### config.mk
export PLATFORM = sky130hd
export DESIGN_NAME = write_cmd_fifo
export DESIGN_NICKNAME = d
export VERILOG_FILES = /design/src/rtl/write_cmd_fifo.sv
export SDC_FILE = /design/constraint.sdc
export NUM_CORES = 1
export LEC_CHECK = 0
export BUFFER_PORTS_ARGS = -buffer_cell sky130_fd_sc_hd__buf_2
export CAP_MARGIN = 0
export CORE_ASPECT_RATIO = 1.25
export CORE_MARGIN = 3
export CORE_UTILIZATION = 54
export DETAILED_ROUTE_END_ITERATION = 10
export HOLD_SLACK_MARGIN = 0.05
export PLACE_DENSITY_LB_ADDON = 0.3
export SLEW_MARGIN = 15
export SYNTH_ARGS = -nofsm -noshare
export SYNTH_HDL_FRONTEND = slang
export SYNTH_SLANG_ARGS = --single-unit
export TNS_END_PERCENT = 30
### constraint.sdc
create_clock -name clk -period 7.4 [get_ports clk]
set_clock_uncertainty 0.1 [all_clocks]
set_input_delay 0.37 -clock clk [delete_from_list [all_inputs] [get_ports clk]]
set_output_delay 0.37 -clock clk [all_outputs]
set_load 0.01 [all_outputs]
### src/rtl/write_cmd_fifo.sv
// write_cmd_fifo: queues host register-write commands {addr, data} and
// replays them downstream as single-cycle write strobes. Backpressure is
// exposed through host_full, and a push that arrives while full is dropped
// and recorded in a sticky overflow flag.
module write_cmd_fifo #(
  parameter int DEPTH = 8,
  parameter int AW    = 3
) (
  input  logic          clk,
  input  logic          rst,
  input  logic [4:0]    host_addr,
  input  logic [31:0]   host_data,
  input  logic          host_write,
  output logic          host_full,
  input  logic          stall,
  input  logic          flush,
  input  logic          ovf_clr,
  output logic [4:0]    write_addr,
  output logic [31:0]   write_data,
  output logic          write,
  output logic [AW:0]   count,
  output logic          overflow
);

  typedef struct packed {
    logic [4:0]  addr;
    logic [31:0] data;
  } entry_t;

  localparam logic [AW:0] FULL_CNT = (AW+1)'(DEPTH);

  entry_t        mem [DEPTH];
  logic [AW-1:0] wr_ptr, rd_ptr;
  logic          push, drop, pop;

  // Full is judged on the registered count, before any same-cycle pop,
  // so a push at DEPTH is always dropped even when a pop frees a slot.
  assign host_full = (count == FULL_CNT);
  assign push      = host_write && !host_full && !flush;
  assign drop      = host_write &&  host_full && !flush;
  assign pop       = (count != '0) && !stall && !flush;

  // Storage array; contents are don't-care after reset so it has none.
  always_ff @(posedge clk) begin
    if (push) mem[wr_ptr] <= entry_t'{addr: host_addr, data: host_data};
  end

  // Pointers and occupancy; flush discards everything queued.
  always_ff @(posedge clk or posedge rst) begin
    if (rst) begin
      wr_ptr <= '0;
      rd_ptr <= '0;
      count  <= '0;
    end else if (flush) begin
      wr_ptr <= '0;
      rd_ptr <= '0;
      count  <= '0;
    end else begin
      if (push) wr_ptr <= wr_ptr + AW'(1);
      if (pop)  rd_ptr <= rd_ptr + AW'(1);
      count <= count + {{AW{1'b0}}, push} - {{AW{1'b0}}, pop};
    end
  end

  // Registered downstream port: strobe follows the pop decision by one
  // edge, address/data hold their last popped value between strobes.
  always_ff @(posedge clk or posedge rst) begin
    if (rst) begin
      write      <= 1'b0;
      write_addr <= '0;
      write_data <= '0;
    end else begin
      write <= pop;
      if (pop) begin
        write_addr <= mem[rd_ptr].addr;
        write_data <= mem[rd_ptr].data;
      end
    end
  end

  // Sticky overflow; a drop in the same cycle as a clear keeps it set.
  always_ff @(posedge clk or posedge rst) begin
    if (rst)          overflow <= 1'b0;
    else if (drop)    overflow <= 1'b1;
    else if (ovf_clr) overflow <= 1'b0;
  end

endmodule
---- Word level (Yosys, flattened, before mapping) ----
Memory sizes are Yosys's and may differ from the RTL's. A register that Yosys moved wholly into a read port is not among the register bits.
Cells that the tools add are included.
operators by class
  $add $sub $neg .......................... 4
  eq/ne operators ......................... 1
  multiplexer cells ....................... 9
  reductions and logical operators ........ 13
operators by type and width
  kind                 number
  $mux 3               4
  $add 3x1->3 const B  2
  $logic_and 1x1->1    6
  $reduce_bool 2->1    3
  $add 4x1->4          1
  $eq 4x4->1 const B   1
  $mux 1               4
  $mux 4               1
  $reduce_bool 4->1    1
  $sub 4x1->4          1
  $logic_not 1->1      3
storage, ports and cells
  register bits after elaboration ......... 12
  RAM bits ................................ 296
  input bits .............................. 43
  word-level logic and storage cells ...... 33
  memories ................................ 1
memories
  memory  depth  bits a word  rd ports  clocked after Yosys merged registers in  write ports  RTL line  text
  mem     8      37           1         1                                        1            32        entry_t mem [DEPTH];

---- Depth between registers and ports, before layout ----
Gate-level depths: netlist of the first run.
  word-level depth ........................ 7
  mapped depth ............................ 13

---- Worst setup path after synthesis of the first run ----
No wires, ideal clock.
  kind .................................... flip-flop to flip-flop
  start ................................... register count[2]
  end ..................................... memory mem[1][0] in the netlist's numbering (enable)
  data arrival time ....................... 3635 ps
  required time ........................... 6823 ps
  path slack .............................. 3188 ps
  stages on the path, launching flop included .. 7
  path buffers ............................ 1
  clock period less this slack ............ 4212 ps
  path through ............................ dfrtp_1 > inv_1 > ha_1 > or3b_1 > buf_4 > nand4b_1 > nor3_1
between the ends
  word-level cells in the longest chain between the ends .. 6
ends and longest elaborated chain
  element                         RTL line  text
  start, declared                 21        output logic [AW:0] count,
  start signal, assigned          61        count <= count + {{AW{1'b0}}, push} - {{AW{1'b0}}, pop};
  $eq 4x4->1                      38        assign host_full = (count == FULL_CNT);
  $logic_not 1->1                 39        assign push = host_write && !host_full && !flush;
  $logic_and 1x1->1 (2 in a row)  39
  $mux 1                          45        if (push) mem[wr_ptr] <= entry_t'{addr: host_addr, data: host_data};
  $mux 1 (implied by the code)    45
  end, declared                   32
Every way passes these cells.

---- Final worst setup path of the first run ----
  start ................................... register count[2]
  end ..................................... register count[2]
between the ends
  word-level cells in the longest chain between the ends .. 7
  elaborated cells on any way between the ends .. 10
  classes of those cells .................. add/sub (2); eq/ne (1); mux (1); reduce/logical (6)
ends and longest elaborated chain
  element                         RTL line  text
  $eq 4x4->1                      38
  $logic_not 1->1                 39
  $logic_and 1x1->1 (2 in a row)  39
  $add 4x1->4                     61
  $sub 4x1->4 *                   61
  $mux 4 *                        54        end else if (flush) begin
Every way passes the cells marked *; elsewhere a longest branch is shown, timed or not.
A chain may end at the register's enable or synchronous reset.

==> out/results.tsv, run 1 <==
metric	value	unit
drive_above_1_share	0.176	
arrival	3850	ps
htreeDepth	1	
io_pins	87	
slowest_stage	or3_4	
dp_cells	1167	
syn_nets	839	
reg2reg_depth	11	
vias	7034	
path_cells	inv_1 > ha_1 > nor3b_2 > or3_4 > inv_2 > ha_1 > inv_1 > ha_1 > fa_1 > xnor2_1 > nor2_1	
comb_power_share	0.223	
power_frac_seq	0.472	
crit_fanout	39	
start_util	0.557	
grt_use_total	0.191	
stdcell_area	15500	um^2
fin_crit	3530	ps
leakage	5.54	nW
p_clk_frac	0.305	
core_area	24100	um^2
clock_sinks	345	
tightest_slew	1320	ps
drc_errors	0	
hold_depth	2	
synthArstFlopShare	0.142	
antenna_found_initial	0	
diodes	0	
hpwlAfterDp	13300	um
tns	0	ps
cts-buffers-inserted	30	
path_clk_slew	70	ps
die_w	147	um
p_int	0.00362	W
peakVddDrop	0.000230	V
final_cells	1267	
syn_inst	787	
fmax	284	MHz
dr.pass1.iters	5	
critPathBufInv	3	
hold_class	register to register	
drt_iter0_markers	511	
cts_tree	yes	
dpl-instance-area	14100	um^2
cp_common_cell	ha_1	
fin_crit_sh	0.476	
num_rows	63	
slew_headroom	0.119	
setup_viol	0	
cts_root_buf	clkbuf_16	
yosys.cell_types.count	37	
crit_family	adder cells	
n_fill_cell	1749	
worstPathRequired	7720	ps
syn_to_final_growth	15.6	%
hold_viol	0	
portBuffers	86	
path_depth	11	
die_h	182	um
p_sw_frac	0.277	
die_area	26800	um^2
status	completed	
synth-seq-cells	345	
switchingPower	0.00139	W
power_density	323	nW/um^2
synth_area	13400	um^2
synthFlopType	edfxtp_1	
via_per_inst	5.55	
critPathLaunchType	register	
overflow	0	
worstSetupPathType	register to register	
fin_nets	970	
finalMaxSlewViolations	0	
clk_latency	550	ps
ys_warn_count	0	
end_kind	register	
grt_max_degree	151	
rsz0062_at_grt	no	
ys_seq_area_frac	0.753	
routed_wl	25700	um
ant_nets	0	
route.detailed.wl_per_inst	20.3	um
avgSynthCellArea	17.1	um^2
max_stage_delay	530	ps
cts_buffer_depth	3	
synth_edf_count	296	
grt_pass1_wl	40400	um
grt_pass1_vias	7216	
maxCapViolations	0	
place.gp.congestion	0.706	
==> final cells by class <==
class,instances,area [um^2],area share
tap,325,407,0.0262
clock buffer,38,832,0.0536
inverter,10,37.5,0.00242
sequential,345,10100,0.652
clock inverter,18,151,0.00976
multi-input combinational,390,2990,0.193
timing repair buffer,141,983,0.0634
==> registers in the layout (all words and copies together), names as in the netlist <==
name        flops
wr_ptr          3
mem           296
rd_ptr          3
write_data     32
overflow        1
write           1
write_addr      5
count           4
==> cells in the final DEF, fill, tap and decap left out, types with 2 or more instances in the layout <==
master / instances
nor2_1: 7
xnor2_1: 4
nand2b_1: 2
dlygate4sd3_1: 43
clkinv_1: 2
clkbuf_16: 31
edfxtp_1: 296
clkbuf_8: 3
bufinv_16: 2
inv_1: 8
clkbuf_1: 4
mux2i_1: 148
inv_2: 2
buf_4: 10
xor2_1: 2
a21oi_1: 3
nand2_1: 77
nand3_1: 39
dfrtp_1: 48
nor2_4: 7
a22oi_1: 74
nor2b_4: 2
clkinv_2: 9
buf_2: 86
nor2b_1: 2
clkinvlp_4: 4
ha_1: 8
==> power groups by stage <==
stage                     logic, W  clock network, W  registers (W)
final                      0.00112           0.00153        0.00236
after global routing       0.00122           0.00164        0.00238
after CTS                  0.00112           0.00156        0.00236
after detailed placement   0.00109                 0        0.00240
after global placement     0.00107                 0        0.00240
after floorplan           0.000807                 0        0.00244
==> tightest hold or removal path, cell delays in order (launching register included) <==
cell and delay [ps]:
dfrtp_1 330, nand2_1 50, nand2_1 50
==> kinds of logic (layout without fill, tap and decap cells) <==
logic type / Yosys count / in the layout / synth area share
muxes: 148 / 148 / 0.110
AOI/OAI and AO/OA: 80 / 80 / 0.0441
xor gates and xnor gates: 6 / 6 / 0.00391
and+or+nand+nor: 147 / 147 / 0.0496
DFF: 345 / 345 / 0.753
buffers and inverters: 52 / 207 / 0.0297
adders and majority gates: 9 / 9 / 0.00895
==> metal layers <==
layer / track usage / share of wire / routed length (um)
met1: 0.262 / 0.43 / 11100
met2: 0.326 / 0.50 / 12900
met3: 0.0246 / 0.048 / 1230
met4: 0.0530 / 0.019 / 485
met5: 0 / 0 / 0
==> synthesized netlist by cell type (2+ instances only) <==
cell / number / area, um^2
buf_8: 5 / 75.1
ha_1: 8 / 100
dfrtp_1: 49 / 1230
edfxtp_1: 296 / 8890
xor2_1: 2 / 17.5
nand2b_1: 2 / 12.5
nor2b_1: 4 / 25.0
inv_1: 9 / 33.8
mux2i_1: 148 / 1480
clkbuf_4: 3 / 22.5
nand2_1: 77 / 289
a22oi_1: 74 / 556
a21oi_1: 3 / 15.0
nor2_1: 13 / 48.8
buf_2: 16 / 80.1
buf_6: 14 / 158
buf_4: 3 / 22.5
xnor2_1: 4 / 35.0
nand3_1: 39 / 195
==> final timing paths <==
| kind | from | end | slack [ps] |
|---|---|---|---|
| max | count[2]$_DFF_PP0_ | count[2]$_DFF_PP0_ | 3870 |
| min | write_addr[2]$_DFFE_PP0P_ | write_addr[2]$_DFFE_PP0P_ | 370 |
| max reg2reg | count[2]$_DFF_PP0_ | count[2]$_DFF_PP0_ | 3870 |
| min reg2reg | write_addr[2]$_DFFE_PP0P_ | write_addr[2]$_DFFE_PP0P_ | 370 |
| max in group asynchronous | rst | rd_ptr[0]$_DFFE_PP0P_ | 6190 |
| min in group asynchronous | rst | write_data[18]$_DFFE_PP0P_ | 460 |
==> repair_timing <==
item | 4_1_cts | 5_1_grt
buffers inserted | 0 | 0
endpoints found under the setup margin | 0 | 0
hold buffers | 43 | 0
resized for setup | 0 | 0
endpoints found under the hold margin | 349 | 0
==> through the flow <==
stage          hold WS, ps  setup slack [ps]   util  power (W)
6_report               366              3870  0.643    0.00501
5_1_grt                389              3670  0.643    0.00524
4_1_cts                374              3820  0.642    0.00505
3_5_place_dp           358              3880  0.584    0.00350
3_3_place_gp           356              3980  0.584    0.00347
2_1_floorplan          336              3190      -    0.00325
Note: power is estimated with default switching activity, not from simulation.
==> run 2, diff against run 1 <==
ABC_AREA = 1   (was not set)
clock period = 3.7 ns   (was 7.4 ns; I/O delays follow)
==> run 2 against run 1 <==
Critical path depth shrank 3. Combinational power grew 120%. Sequential share of layout area shrank 5.0 points. Clock power grew 120%. Die area grew 8.1%. Fmax grew 25%. Worst hold slack lost 250 ps. Critical endpoint is now mem[5][8]$_DFFE_PP_. Synthesized area grew 8.4%. Highest routed layer unchanged. Via count grew 36%. Setup slack lost 3000 ps. Synthesized cell count grew 75%. Utilization shrank 0.33 points.
==> out/results.tsv, run 2 <==
metric	value	unit	change
arrival	2920	ps	-930 ps
start_util	0.554		-0.00256
dp_cells	1757		+51%
tightest_slew	970	ps	-352 ps
die_h	190	um	+4.0%
routed_wl	31000	um	+21%
synth-seq-cells	345		unchanged
yosysTopAreaCell	edfxtp_1		
ant_nets	0		unchanged
syn_nets	1427		+70%
die_w	153	um	+3.9%
path_cells	inv_1 > ha_1 > nand3_1 > nand2_1 > nor2_1 > nand2_1 > nor2_4 > buf_4		
status	completed		
via_per_inst	5.13		-7.7%
ys_warn_count	0		unchanged
peakVddDrop	0.000490	V	+110%
path_clk_slew	60	ps	about the same
fin_crit	2820	ps	-703 ps
drc_errors	0		unchanged
cts_setup_buffers	0		unchanged
ys_seq_area_frac	0.695		-0.0582
synthFlopType	edfxtp_1		
setup_viol	0		unchanged
avgSynthCellArea	10.6	um^2	-38%
slowest_stage	nor2_4		
syn_inst	1375		+75%
fin_nets	1547		+59%
synth_top_cell_area_share	0.611		-0.0511
grt_pass1_wl	49900	um	+24%
fin_crit_sh	0.763		+0.286
grt_use_total	0.216		+0.0244
clk_latency	510	ps	-40 ps
portBuffers	86		unchanged
cts_buffer_depth	3		unchanged
max_stage_delay	700	ps	+170 ps
n_fill_cell	2006		+15%
htreeDepth	2		+1
cp_common_cell	nand2_1		
num_rows	66		+4.8%
leakage	7.46	nW	+35%
r2r_setup_slack	880	ps	-3000 ps
hold_slack	120	ps	-247 ps
cts_tree	yes		
fmax	354	MHz	+25%
utilization	0.640		-0.00329
synthTopCellsByCount	459 x nand2_1, 296 x edfxtp_1, 240 x inv_1		
vias	9534		+36%
route.detailed.wl_per_inst	16.7	um	-18%
hold_viol	0		unchanged
final_cells	1860		+47%
mostFrequentLayoutCell	nand2_1		
syn_to_final_growth	15.5	%	about the same
cts_root_buf	clkbuf_16		
reg_top3	mem: 296 flops, write_data: 32 flops, write_addr: 5 flops		
regMostFlops	mem		
worstPathRequired	3800	ps	-3920 ps
drt_iter0_markers	784		+53%
synthArstFlopShare	0.142		unchanged
yosys.cell_types.count	22		-41%
grt_max_degree	150		-0.66%
ys_top_cells_by_area	edfxtp_1 61%, nand2_1 12%, dfrtp_1 8.4%, nand3_1 7.8%, inv_1 6.2%		
drive_above_1_share	0.115		-0.0611
synth_edf_count	296		unchanged
power.total	0.0105	W	+110%
crit_fanout	21		-46%
worstSetupPathType	register to register		
critPathBufInv	2		-1
layout_common_cells	459 x nand2_1, 296 x edfxtp_1, 237 x inv_1		
diodes	0		unchanged
maxCapViolations	0		unchanged
core_area	26300	um^2	+8.9%
critPathLaunchType	register		
grt_pass1_vias	9723		+35%
power_density	626	nW/um^2	+94%
finalMaxSlewViolations	0		unchanged
hold_class	input port to register		
synth_area	14500	um^2	+8.4%
overflow	0		unchanged
largest_reg_flops	296		unchanged
end_kind	register		
tns	0	ps	unchanged
post-synth-top-count-cell	nand2_1		
io_pins	87		unchanged
slew_headroom	0.353		+0.235
crit_family	simple AND/OR/NAND/NOR gates		
place.gp.congestion	0.783		+11%
dr.pass1.iters	6		+1
clock_sinks	345		unchanged
hpwlAfterDp	17500	um	+31%
die_area	29000	um^2	+8.1%
antenna_found_initial	0		unchanged
rsz0062_at_grt	no		
cts-buffers-inserted	34		+13%
run 2: cell count changes after synthesis, moves of 6 or more:
cell,previous run,this run
inv_1,9,240
nand2_1,77,459
mux2i_1,148,0
buf_2,16,35
nand3_1,39,228
a22oi_1,74,0
o21ai_0,1,7
run 2: area by class of cell:
class,instances,area [um^2],area share
clock inverters,11,86.3,0.00514
flip-flops and latches,345,10100,0.602
repair buffers,148,1080,0.0640
multi-input cells,723,3180,0.189
well taps,340,425,0.0253
inverters,243,915,0.0544
clock buffers,50,1000,0.0597
run 2: worst register-to-register path: cells and delay by family, from the launching register on:
family        cells  cell delay (ps)
simple gates      5             1470
buf+inv           2              420
flops             1              330
fa+ha+maj         1              200
run 2: through the flow:
stage               cell area [um^2]  worst slack (ps)
floorplan                      14500               490
global placement               15300               991
detailed placement             15300               924
CTS                            16800               866
global route                   16800               755
finish                         16800               878
run 2: per-layer routing:
metal	up-vias	global-route usage	wire, um
met5	-	0	0
met4	0	0.0665	800
met3	60	0.0309	1890
met2	298	0.385	16000
met1	4534	0.274	12300
li1	4642	-	-
run 2: power by group:
part	internal, W	switching, W	total (W)	leakage, nW
logic	0.000817	0.00164	0.00246	3.63
registers	0.00457	0.000152	0.00472	3.29
clock network	0.00196	0.00138	0.00334	0.542
run 2: what timing repair did:
item | 4_1_cts | 5_1_grt
hold buffers | 42 | 0
hold endpoints to repair | 331 | 0
resized for setup | 0 | 0
run 2: path summary, 6_finish.rpt:
kind                                           start                         end  depth (start not counted)
max                               count[2]$_DFF_PP0_         mem[5][8]$_DFFE_PP_                          8
min                                            stall       rd_ptr[0]$_DFFE_PP0P_                          5
max reg2reg                       count[2]$_DFF_PP0_         mem[5][8]$_DFFE_PP_                          8
min reg2reg                write_addr[4]$_DFFE_PP0P_   write_addr[4]$_DFFE_PP0P_                          2
max in group asynchronous                        rst  write_data[18]$_DFFE_PP0P_                          4
min in group asynchronous                        rst   write_addr[2]$_DFFE_PP0P_                          3
run 2: logic make-up after synthesis:
group / Yosys count / synth area share
flops: 345 / 0.695
buf+inv: 307 / 0.0906
fa+ha+maj: 9 / 0.00826
simple gates: 703 / 0.201
compound gates: 8 / 0.00275
xor+xnor: 3 / 0.00181
